==> src/rtl/alu_issue.sv <==
// alu_issue: single-issue sequencer driving an external registered ALU over a 4x8 register file; `ALU_ISSUE_DBG_EN enables dbg_data read-back
module alu_issue #(
    parameter logic [7:0] RESET_VAL = 8'h00
) (
    input  logic       clk,
    input  logic       rst,
    input  logic       in_valid,
    output logic       in_ready,
    input  logic [7:0] instr,
    input  logic [7:0] imm,
    output logic       alu_en,
    output logic [2:0] alu_op,
    output logic [7:0] alu_a,
    output logic [7:0] alu_b,
    input  logic [7:0] alu_out,
    input  logic       alu_zero,
    input  logic       alu_carry,
    output logic       done,
    output logic       flag_zero,
    output logic       flag_carry,
    input  logic [1:0] dbg_sel,
    output logic [7:0] dbg_data
);
    typedef enum logic [1:0] {IDLE, ISSUE, WAIT, WB} state_t;
    localparam logic [2:0] OP_LDI = 3'b111;
    state_t     state, state_nx;
    logic [2:0] op;
    logic [1:0] rd, rs;
    logic [7:0] imm_q, res_q;
    logic       z_q, c_q;
    logic [7:0] rf [4];
    logic       is_ldi, unused_ok;
    assign is_ldi = op == OP_LDI;
    always_comb begin
        state_nx = state == IDLE  ? (in_valid ? (instr[7:5] == OP_LDI ? WB : ISSUE) : IDLE) :
                   state == ISSUE ? WAIT :
                   state == WAIT  ? WB : IDLE;
        in_ready = state == IDLE;
        alu_en   = state == ISSUE;
        done     = state == WB;
        alu_op   = alu_en ? op : 3'd0;
        alu_a    = alu_en ? rf[rd] : 8'd0;
        alu_b    = alu_en ? rf[rs] : 8'd0;
    end
    always_ff @(posedge clk) begin
        if (rst) begin
            state      <= IDLE;
            flag_zero  <= 1'b0;
            flag_carry <= 1'b0;
            for (int i = 0; i < 4; i++) rf[i] <= RESET_VAL;
        end else begin
            state <= state_nx;
            if (in_valid && in_ready) begin
                op    <= instr[7:5];
                rd    <= instr[3:2];
                rs    <= instr[1:0];
                imm_q <= imm;
            end
            if (state == WAIT) begin
                res_q <= alu_out;
                z_q   <= alu_zero;
                c_q   <= alu_carry;
            end
            if (state == WB) begin
                rf[rd] <= is_ldi ? imm_q : res_q;
                if (!is_ldi) begin
                    flag_zero  <= z_q;
                    flag_carry <= c_q;
                end
            end
        end
    end
`ifdef ALU_ISSUE_DBG_EN
    assign dbg_data  = rf[dbg_sel];
    assign unused_ok = instr[4];
`else
    assign dbg_data  = 8'h00;
    assign unused_ok = ^{instr[4], dbg_sel};
`endif
endmodule
==> config.mk <==
export PLATFORM = sky130hd
export DESIGN_NAME = alu_issue
export DESIGN_NICKNAME = d
export VERILOG_FILES = /design/src/rtl/alu_issue.sv
export SDC_FILE = /design/constraint.sdc
export NUM_CORES = 1
export LEC_CHECK = 0
export BUFFER_PORTS_ARGS = -buffer_cell sky130_fd_sc_hd__buf_2
export CAP_MARGIN = 20
export CELL_PAD_IN_SITES_DETAIL_PLACEMENT = 0
export CELL_PAD_IN_SITES_GLOBAL_PLACEMENT = 2
export CORE_AREA = 3 3 94 96
export DETAILED_ROUTE_END_ITERATION = 8
export DIE_AREA = 0 0 97 99
export PLACE_DENSITY = 0.79
export SETUP_SLACK_MARGIN = 0.3
export SLEW_MARGIN = 20
export SYNTH_ARGS = -nofsm -noshare
export SYNTH_HDL_FRONTEND = slang
export SYNTH_SLANG_ARGS = --single-unit
export TNS_END_PERCENT = 1
==> constraint.sdc <==
create_clock -name clk -period 3.65 [get_ports clk]
set_clock_uncertainty 0.05 [all_clocks]
set_input_delay 0.1825 -clock clk [delete_from_list [all_inputs] [get_ports clk]]
set_output_delay 0.1825 -clock clk [all_outputs]
set_load 0.1 [all_outputs]
After elaboration in Yosys (flattened, before gate mapping)
Memory sizes are Yosys's and may differ from the RTL's. A register that Yosys moved wholly into a read port is not among the register bits.
Index checks and enable logic that the tools add are counted.
- word-level logic and storage cells: 43
- memories: 1
- bits in registers: 29
- RAM bits: 32
- memory list (name ; depth ; width ; read ports ; clocked after memory_dff ; wr ports ; RTL line ; source):
    rf ; 4 ; 8 ; 2 ; 2 ; 4 ; 31 ; logic [7:0] rf [4];
- equality and inequality tests: 5
- muxes and demuxes: 19
- bitwise logic cells: 2
- reductions and logical operators: 6
- operator list (kind ; number):
    8-bit 2-to-1 mux ; 4
    2-bit 2-to-1 mux ; 8
    8-bit OR reduction ; 1
    3-bit equality test, second input constant ; 2
    1-bit 2-to-1 mux ; 6
    2-bit AND reduction ; 3
    2-bit equality test, second input constant ; 2
    3-bit 2-to-1 mux ; 1
    2-bit by 1-bit equality test with 1-bit output, second input constant ; 1
    2-bit logical NOT ; 1
    1-bit NOT ; 2
    1-bit logical AND ; 1

Longest topological paths before layout
Gate-level depths: netlist of run 1.
- depth in word-level cells: 6
- gate-level depth with buffers: 7
- gate-level depth less buffers: 5

Least setup slack after synthesis of run 1
OpenSTA, ideal clock, no wires.
- path kind: reg-to-reg
- start point: reg state[0]
- end point: reg with a tool-made name
- slack: 0.805 ns
- arrival time: 2.674 ns
- setup time: 0.121 ns
- stages on the path, launching flop included: 6
- path buffers: 0
- required time: 3.479 ns
- cells stage by stage: dfxtp_1 > inv_1 > ha_1 > nand2_1 > nor2_1 > mux2_2
- RTL lines (what ; RTL line ; source):
    start, declared ; 26 ; state_t state, state_nx;
    start signal, assigned ; 52 ; state <= state_nx;

==> key figures, run 1 <==
Clock network
  • Resized Gates After CTS: 0
  • Post-CTS Setup Inserts: 0
  • CTS Sinks: 65
  • Num CTS Buffers: 9
  • CTS Buffer Depth: 2
  • Clock transition at path regs: 70 ps
  • Root buffer cell: clkbuf_8
  • CTS tree: done
  • Hold Buf Count CTS: 25
  • H-tree levels: 3
  • Clk_lat worst skew: 330 ps

Detailed routing
  • Final ANT Viol Nets: 0
  • DR pass1 iterations: 4
  • Met3 WL: 312 um
  • Routed wire length: 5.42 mm
  • DR WL/cell: 14.0 um
  • M1 WL: 2.44 mm
  • Number of DRC markers in iteration 0: 85
  • Top layer in use: met4
  • Routed met2 length: 2.56 mm
  • DRC viols: 0
  • Vias/cell: 4.57
  • Via count: 1764

Setup path
  • Maximum net fanout on the critical path: 8
  • Critical path data required time: 3420 ps
  • Critical Path Sink Type: primary output
  • CP Class: reg -> out
  • Crit start category: flop
  • Arr. time, crit path: 2010 ps
  • R2R cell count: 3

Synthesis
  • Synth Instances: 203
  • Synth Cell Area: 0.00303 mm2
  • Synth Area per Inst: 14.9 um2
  • Yosys reg bits: 65
  • Distinct cells, synth: 33
  • Synthesis Warnings: 0
  • Post-synthesis sequential area ratio: 61.7%

Hold path
  • Worst hold path type: in -> reg
  • Worst hold stages: 3

STA
  • Slew at the pin closest to its max-slew limit: 825 ps
  • Pins Over Slew Limit: 0
  • Fin Setup TNS: 0 ps
  • Worst slew margin: 44.9%
  • WHS: 81.8 ps
  • Final Cycle Share: 61.5%
  • Setup ws final: 1400 ps
  • Final Setup Violations: 0
  • Final Critical Period: 2250 ps
  • Highest clock rate: 445 MHz
  • Final hold vios: 0
  • RSZ-0062 raised after global routing: no

Placed design
  • Hpwl dp: 3.94 mm
  • RD Place Congestion: 0.693
  • Cell count after placement: 345
  • Setup WS pre-CTS: 1610 ps
  • Number of port buffers: 51

Floorplanning
  • Io pins: 63
  • Rows: 33
  • Core Box Area: 0.00813 mm2
  • Die W: 97 um
  • Die area: 0.00960 mm2
  • Initial Util: 37.3%
  • Die Height: 99 um

Global routing
  • Largest net degree at the start of global routing: 21
  • First-pass GRT wire length: 8.85 mm
  • Gr ovfl total: 0
  • Initial antenna violation count: 0
  • Gr usage total: 11.8%
  • Vias in the first global route: 1801

Pwr
  • Tot Pwr: 0.00175 W
  • Pleak: 1.51 nW
  • Max VDD drop: 0.268 mV
  • PD cells: 463 mW/mm2

Final layout
  • Area grow syn2layout: 24.4%
  • Share of cells above drive strength 1: 34.5%
  • Layout Cells excl Fill: 386
  • Ant diodes: 0
  • Nets: 312

Flow run
  • Max-cap viol count: 0

Status
  • Status: completed
==> synth_stat cells (all sizes together) <==
cell type,number,area share (%)
inv,4,0.49
and2,20,4.1
nor2,30,4.3
mux4,16,12
nor2b,1,0.21
clkbuf,8,1.0
buf,14,3.6
conb,1,0.12
dfxtp,8,5.3
nor3,2,0.33
or2,1,0.21
and4,1,0.29
edfxtp,57,56
mux2,5,1.9
nand2b,6,1.5
or3,1,0.21
ha,5,2.1
nand2,1,0.12
nand4b,2,0.58
or3b,1,0.29
a21oi,1,0.16
o21ai,2,0.33
nand3b,3,0.74
o21bai,1,0.25
mux2i,8,2.6
a31o,2,0.58
nor3b,1,0.25
nand3,1,0.16
==> layout by cell type, fill, tap and decap left out <==
master and instances:
mux2i_1 8, nand4b_1 2, and2_1 20, or3b_1 1, nor3_1 2, o21ai_0 2
nand3_1 1, nand2_1 1, nand3b_1 3, or3_1 1, dfxtp_1 8, clkinvlp_4 1
nand2b_1 5, nor2_2 7, or2_1 1, o21bai_1 1, nor2_1 23, bufinv_16 2
clkinv_2 2, dlygate4sd3_1 25, mux4_2 16, mux2_2 5, ha_1 5, a21oi_1 1
conb_1 8, nand2b_4 1, inv_1 4, buf_2 51, clkbuf_8 9, clkinv_1 2
nor3b_1 1, a31o_2 2, nor2b_1 1, buf_4 1, and4_1 1, edfxtp_1 57
==> layout make-up <==
cell class / count / area (um2)
clock buffers: 9 / 124
clock inverters: 7 / 85.1
fillers: 709 / 4360
inverters: 4 / 15.0
multi-input cells: 119 / 1030
flip-flops and latches: 65 / 1870
well taps: 105 / 131
repair buffers: 77 / 513
==> worst max-delay path, stage by stage (launching register included) <==
cell and delay [ps]:
dfxtp_1 660, mux4_2 570, and2_1 170, buf_2 290
==> through the flow <==
stage,cell area (um2),util (%)
after floorplan,3060,-
after global placement,3310,40.7
after detailed placement,3310,40.7
after CTS,3770,46.4
after global routing,3770,46.4
final,3770,46.4
==> state kept, by name, summed over array words and instances, names as in the netlist, named ones only <==
signal and flops:
flag_carry 1, state 2, imm_q 8, rs 2, c_q 1, rd 2, op 3, rf 32
z_q 1, res_q 8, flag_zero 1
==> path summary, 6_finish.rpt <==
kind	from	end	slack, ps
min reg2reg	rs[1]	flop	430
max reg2reg	state[1]	rf[0][7]	1660
max	flop	alu_b[7]	1400
min	in_valid	state[0]	80
==> routing by layer <==
metal | vias to the layer above | global-route usage, %
li1 | 870 | -
met1 | 824 | 14.7
met2 | 59 | 18.8
met3 | 11 | 3.40
met4 | 0 | 6.26
met5 | - | 0
==> where the power goes <==
part / switching [W] / internal (W)
sequential: 0.0000250 / 0.000836
clock: 0.000264 / 0.000377
combinational: 0.000164 / 0.0000814
total: 0.000453 / 0.00129
==> logic make-up (layout without fill, tap and decap cells) <==
| family | after synthesis | in the layout | synth area share, % |
|---|---|---|---|
| DFF | 65 | 65 | 61.7 |
| adders and majority gates | 5 | 5 | 2.06 |
| muxes | 29 | 29 | 16.4 |
| AOI/OAI and AO/OA | 6 | 6 | 1.32 |
| buffers and inverters | 26 | 97 | 5.12 |
| other | 1 | 8 | 0.124 |
| and+or+nand+nor | 71 | 71 | 13.3 |
(Power assumes the default switching activity.)
==> run 2: changes to the inputs <==
--- a/config.mk
+++ b/config.mk
@@ -5,14 +5,15 @@
 export SDC_FILE = /design/constraint.sdc
 export NUM_CORES = 1
 export LEC_CHECK = 0
+export ABC_AREA = 1
 export BUFFER_PORTS_ARGS = -buffer_cell sky130_fd_sc_hd__buf_2
 export CAP_MARGIN = 20
 export CELL_PAD_IN_SITES_DETAIL_PLACEMENT = 0
 export CELL_PAD_IN_SITES_GLOBAL_PLACEMENT = 2
-export CORE_AREA = 3 3 94 96
+export CORE_AREA = 3 3 105 107
 export DETAILED_ROUTE_END_ITERATION = 8
-export DIE_AREA = 0 0 97 99
-export PLACE_DENSITY = 0.79
+export DIE_AREA = 0 0 108 110
+export PLACE_DENSITY = 0.78
 export SETUP_SLACK_MARGIN = 0.3
 export SLEW_MARGIN = 20
 export SYNTH_ARGS = -nofsm -noshare
==> constraint.sdc (replaced) <==
create_clock -name clk -period 2.14 [get_ports clk]
set_clock_uncertainty 0.05 [all_clocks]
set_input_delay 0.107 -clock clk [delete_from_list [all_inputs] [get_ports clk]]
set_output_delay 0.107 -clock clk [all_outputs]
set_load 0.1 [all_outputs]
==> run 2 against run 1 <==
Wire length increased by 39%. Critical path depth increased by 3. Count of clock-buffer cells in the layout increased by 2. Cell count increased by 54%. Synthesized area increased by 9.2%.
==> key figures, run 2 <==
Synthesis
  • Async SR Flop Fraction: 0% (unchanged)
  • Top cells by count, synth: nand2_1, inv_1, edfxtp_1, nand3_1, nor2_1 (was edfxtp_1, nor2_1, and2_1, mux4_2)
  • Post-synthesis sequential area ratio: 56.5% (was 61.7%)
  • Synth top area share: 51.7% (was 56.4%)
  • Number of synthesized flops with an enable pin: 57 (unchanged)
  • Yosys reg bits: 65 (unchanged)
  • Synth Cell Area: 0.00331 mm2 (was 0.00303 mm2)
  • Top cells by area, synth: edfxtp_1, nand2_1, inv_1, nand3_1, dfxtp_1 (was edfxtp_1, mux4_2, dfxtp_1, and2_1, nor2_1)
  • Most used DFF post-synth: edfxtp_1 (unchanged)
  • Count leader, synth: nand2_1 (was edfxtp_1)
  • Distinct cells, synth: 23 (was 33)
  • Synthesis Warnings: 0 (unchanged)
  • Synth Instances: 368 (was 203)
  • Leading area contributor after synthesis: edfxtp_1 (unchanged)
  • Synth Area per Inst: 9.00 um2 (was 14.9 um2)

Placed design
  • Hpwl dp: 5.53 mm (was 3.94 mm)
  • Setup WS pre-CTS: 379 ps (was 1610 ps)
  • Placed cell area: 0.00384 mm2 (was 0.00331 mm2)
  • Number of port buffers: 51 (unchanged)
  • RD Place Congestion: 0.786 (was 0.693)

Setup path
  • CP Cell Sequence: inv_1, ha_4, inv_1, buf_8, a21oi_4, buf_4 (was mux4_2, and2_1, buf_2)
  • Family with the most delay on the worst path: buffers and inverters (was flip-flops)
  • CP Class: reg -> out (unchanged)
  • CP Buf/Inv Count: 4 (was 1)
  • RR Startpoint: state[0] (was state[1])
  • R2R cell count: 5 (was 3)
  • Maximum net fanout on the critical path: 16 (was 8)
  • Worst stage delay on the critical path: 350 ps (was 660 ps)
  • FF-to-FF setup slack: 400 ps (was 1660 ps)
  • FF-to-FF End: rf[1][1] (was rf[0][7])
  • Critical Path Slowest Stage Cell: dfxtp_1 (unchanged)
  • Most used cell, CP: inv_1
  • Critical Path Sink Type: primary output (unchanged)
  • Critical path data required time: 1980 ps (was 3420 ps)
  • Arr. time, crit path: 1650 ps (was 2010 ps)
  • Crit start category: flop (unchanged)

Final layout
  • FF/Latch Area: 0.00187 mm2 (unchanged)
  • Share of cells above drive strength 1: 24.3% (was 34.5%)
  • Reg with most FFs: rf (unchanged)
  • Biggest regs: rf: 32 flops, imm_q: 8 flops, res_q: 8 flops (unchanged)
  • Most frequent cells in the layout: nand2_1, inv_1, edfxtp_1, nand3_1, buf_2 (was edfxtp_1, buf_2, dlygate4sd3_1, nor2_1, and2_1)
  • Ant diodes: 0 (unchanged)
  • Area of the multi-input gates: 0.00118 mm2 (was 0.00103 mm2)
  • Post-layout instance area: 0.00439 mm2 (was 0.00377 mm2)
  • Max reg flops: 32 (unchanged)
  • Commonest non-fill, non-tap cell in the layout: nand2_1 (was edfxtp_1)
  • Filler cells: 995 (was 709)
  • Nets: 488 (was 312)
  • Area grow syn2layout: 32.5% (was 24.4%)

Clock network
  • CTS Buffer Depth: 2 (unchanged)
  • CTS tree: done (unchanged)
  • Root buffer cell: clkbuf_8 (unchanged)
  • Clk_lat worst skew: 330 ps (about the same)
  • H-tree levels: 3 (unchanged)
  • Num CTS Buffers: 9 (unchanged)
  • Clock transition at path regs: 60 ps (was 70 ps)
  • CTS Sinks: 65 (unchanged)

Pwr
  • Tot Pwr: 0.00322 W (was 0.00175 W)
  • Pleak: 1.96 nW (was 1.51 nW)
  • Max VDD drop: 0.375 mV (was 0.268 mV)
  • PD cells: 734 mW/mm2 (was 463 mW/mm2)

STA
  • Final Cycle Share: 84.5%
  • Final hold vios: 0 (unchanged)
  • Fin Setup TNS: 0 ps (unchanged)
  • Highest clock rate: 553 MHz
  • RSZ-0062 raised after global routing: yes (was no)
  • Final Setup Violations: 0 (unchanged)
  • Pins Over Slew Limit: 0 (unchanged)
  • Setup ws final: 333 ps (was 1400 ps)
  • Final Critical Period: 1810 ps

Detailed routing
  • Vias/cell: 4.30 (was 4.57)
  • Routed wire length: 7.54 mm (was 5.42 mm)
  • DR WL/cell: 12.7 um (was 14.0 um)
  • Number of DRC markers in iteration 0: 119 (was 85)
  • Via count: 2551 (was 1764)
  • DRC viols: 0 (unchanged)
  • Final ANT Viol Nets: 0 (unchanged)
  • DR pass1 iterations: 5 (was 4)

Status
  • Status: completed (unchanged)

Floorplanning
  • Die Height: 110 um (was 99 um)
  • Die area: 0.0119 mm2 (was 0.00960 mm2)
  • Rows: 37 (was 33)
  • Initial Util: 32.4% (was 37.3%)
  • Io pins: 63 (unchanged)
  • Core Box Area: 0.0102 mm2 (was 0.00813 mm2)
  • Die W: 108 um (was 97 um)

Flow run
  • Max-cap viol count: 0 (unchanged)

Global routing
  • Gr usage total: 13.6% (was 11.8%)
  • Vias in the first global route: 2546 (was 1801)
  • Largest net degree at the start of global routing: 17 (was 21)
  • Gr ovfl total: 0 (unchanged)
  • First-pass GRT wire length: 12.6 mm (was 8.85 mm)
  • Initial antenna violation count: 0 (unchanged)

Hold path
  • Min-Delay Endpoint: state[1] (was state[0])
  • Worst hold path type: in -> reg (unchanged)
  • HP Start: in_valid (unchanged)
  • Worst hold stages: 5 (was 3)
## run 2: cell count changes after synthesis, moves of 6 or more
cell,previous run,this run
nand3_1,1,38
mux4_2,16,0
and2_1,20,0
a21oi_1,1,18
nor2_1,23,31
nand2_1,1,91
inv_1,4,70
nand4_1,0,8
mux2i_1,8,0
nor2_2,7,0
clkbuf_1,7,1
## run 2: cell type report
cell class / count / area share, %
clock buffers: 11 / 3.45
clock inverters: 5 / 1.77
well taps: 136 / 3.88
inverters: 74 / 6.44
multi-input cells: 215 / 26.9
repair buffers: 87 / 14.9
flip-flops and latches: 65 / 42.7
## run 2: power breakdown
part | internal [W] | switching (W)
clock network | 0.000715 | 0.000446
logic | 0.000161 | 0.000444
registers | 0.00143 | 0.0000321
total | 0.00230 | 0.000922
## run 2: layer usage
layer / track usage, % / up-vias / part of all wire (%)
met4: 5.50 / 0 / 1.7
met1: 18.3 / 1148 / 48
li1: - / 1319 / -
met5: 0 / - / 0
met2: 22.1 / 73 / 45
met3: 2.04 / 11 / 5.0
## run 2: what timing repair did
item | 4_1_cts | 5_1_grt
hold buffers | 26 | 0
gates resized for setup | 18 | 4
hold endpoints to repair | 31 | 0
buffers inserted | 0 | 0
endpoints found under the setup margin | 16 | 24
## run 2: metrics by stage
stage	hold slack [ps]	instances	utilization (%)
detailed placement	235	551	37.5
global route	109	593	42.9
floorplan	129	375	-
global placement	234	551	37.5
finish	80.3	593	42.9
CTS	62.4	593	42.7
## run 2: worst max-delay path by stage
stage                     cells after the start       end  slack [ps]      from
after floorplan                               4  imm_q[0]          80  state[0]
after global placement                        5  rf[1][0]         410  state[0]
after detailed placement                      5  rf[1][3]         380  state[0]
after CTS                                     6  alu_b[6]         300  state[1]
after global routing                          6  alu_b[4]         250  state[1]
final                                         6  alu_b[5]         330  state[1]
## run 2: worst reg2reg max path, stage by stage (launching register included)
cell     delay, ps
dfxtp_1        400
ha_2           320
nand2_2        140
inv_6          130
nand3_4        120
nand2_1        270
## run 2: kinds of logic (layout without fill, tap and decap cells)
| logic type | after synthesis | after routing | synth area share (%) |
|---|---|---|---|
| buf+inv | 95 | 177 | 13.2 |
| compound gates | 21 | 21 | 3.25 |
| simple gates | 181 | 181 | 25.0 |
| other cells | 1 | 8 | 0.113 |
| fa+ha+maj | 5 | 5 | 1.89 |
| flops | 65 | 65 | 56.5 |
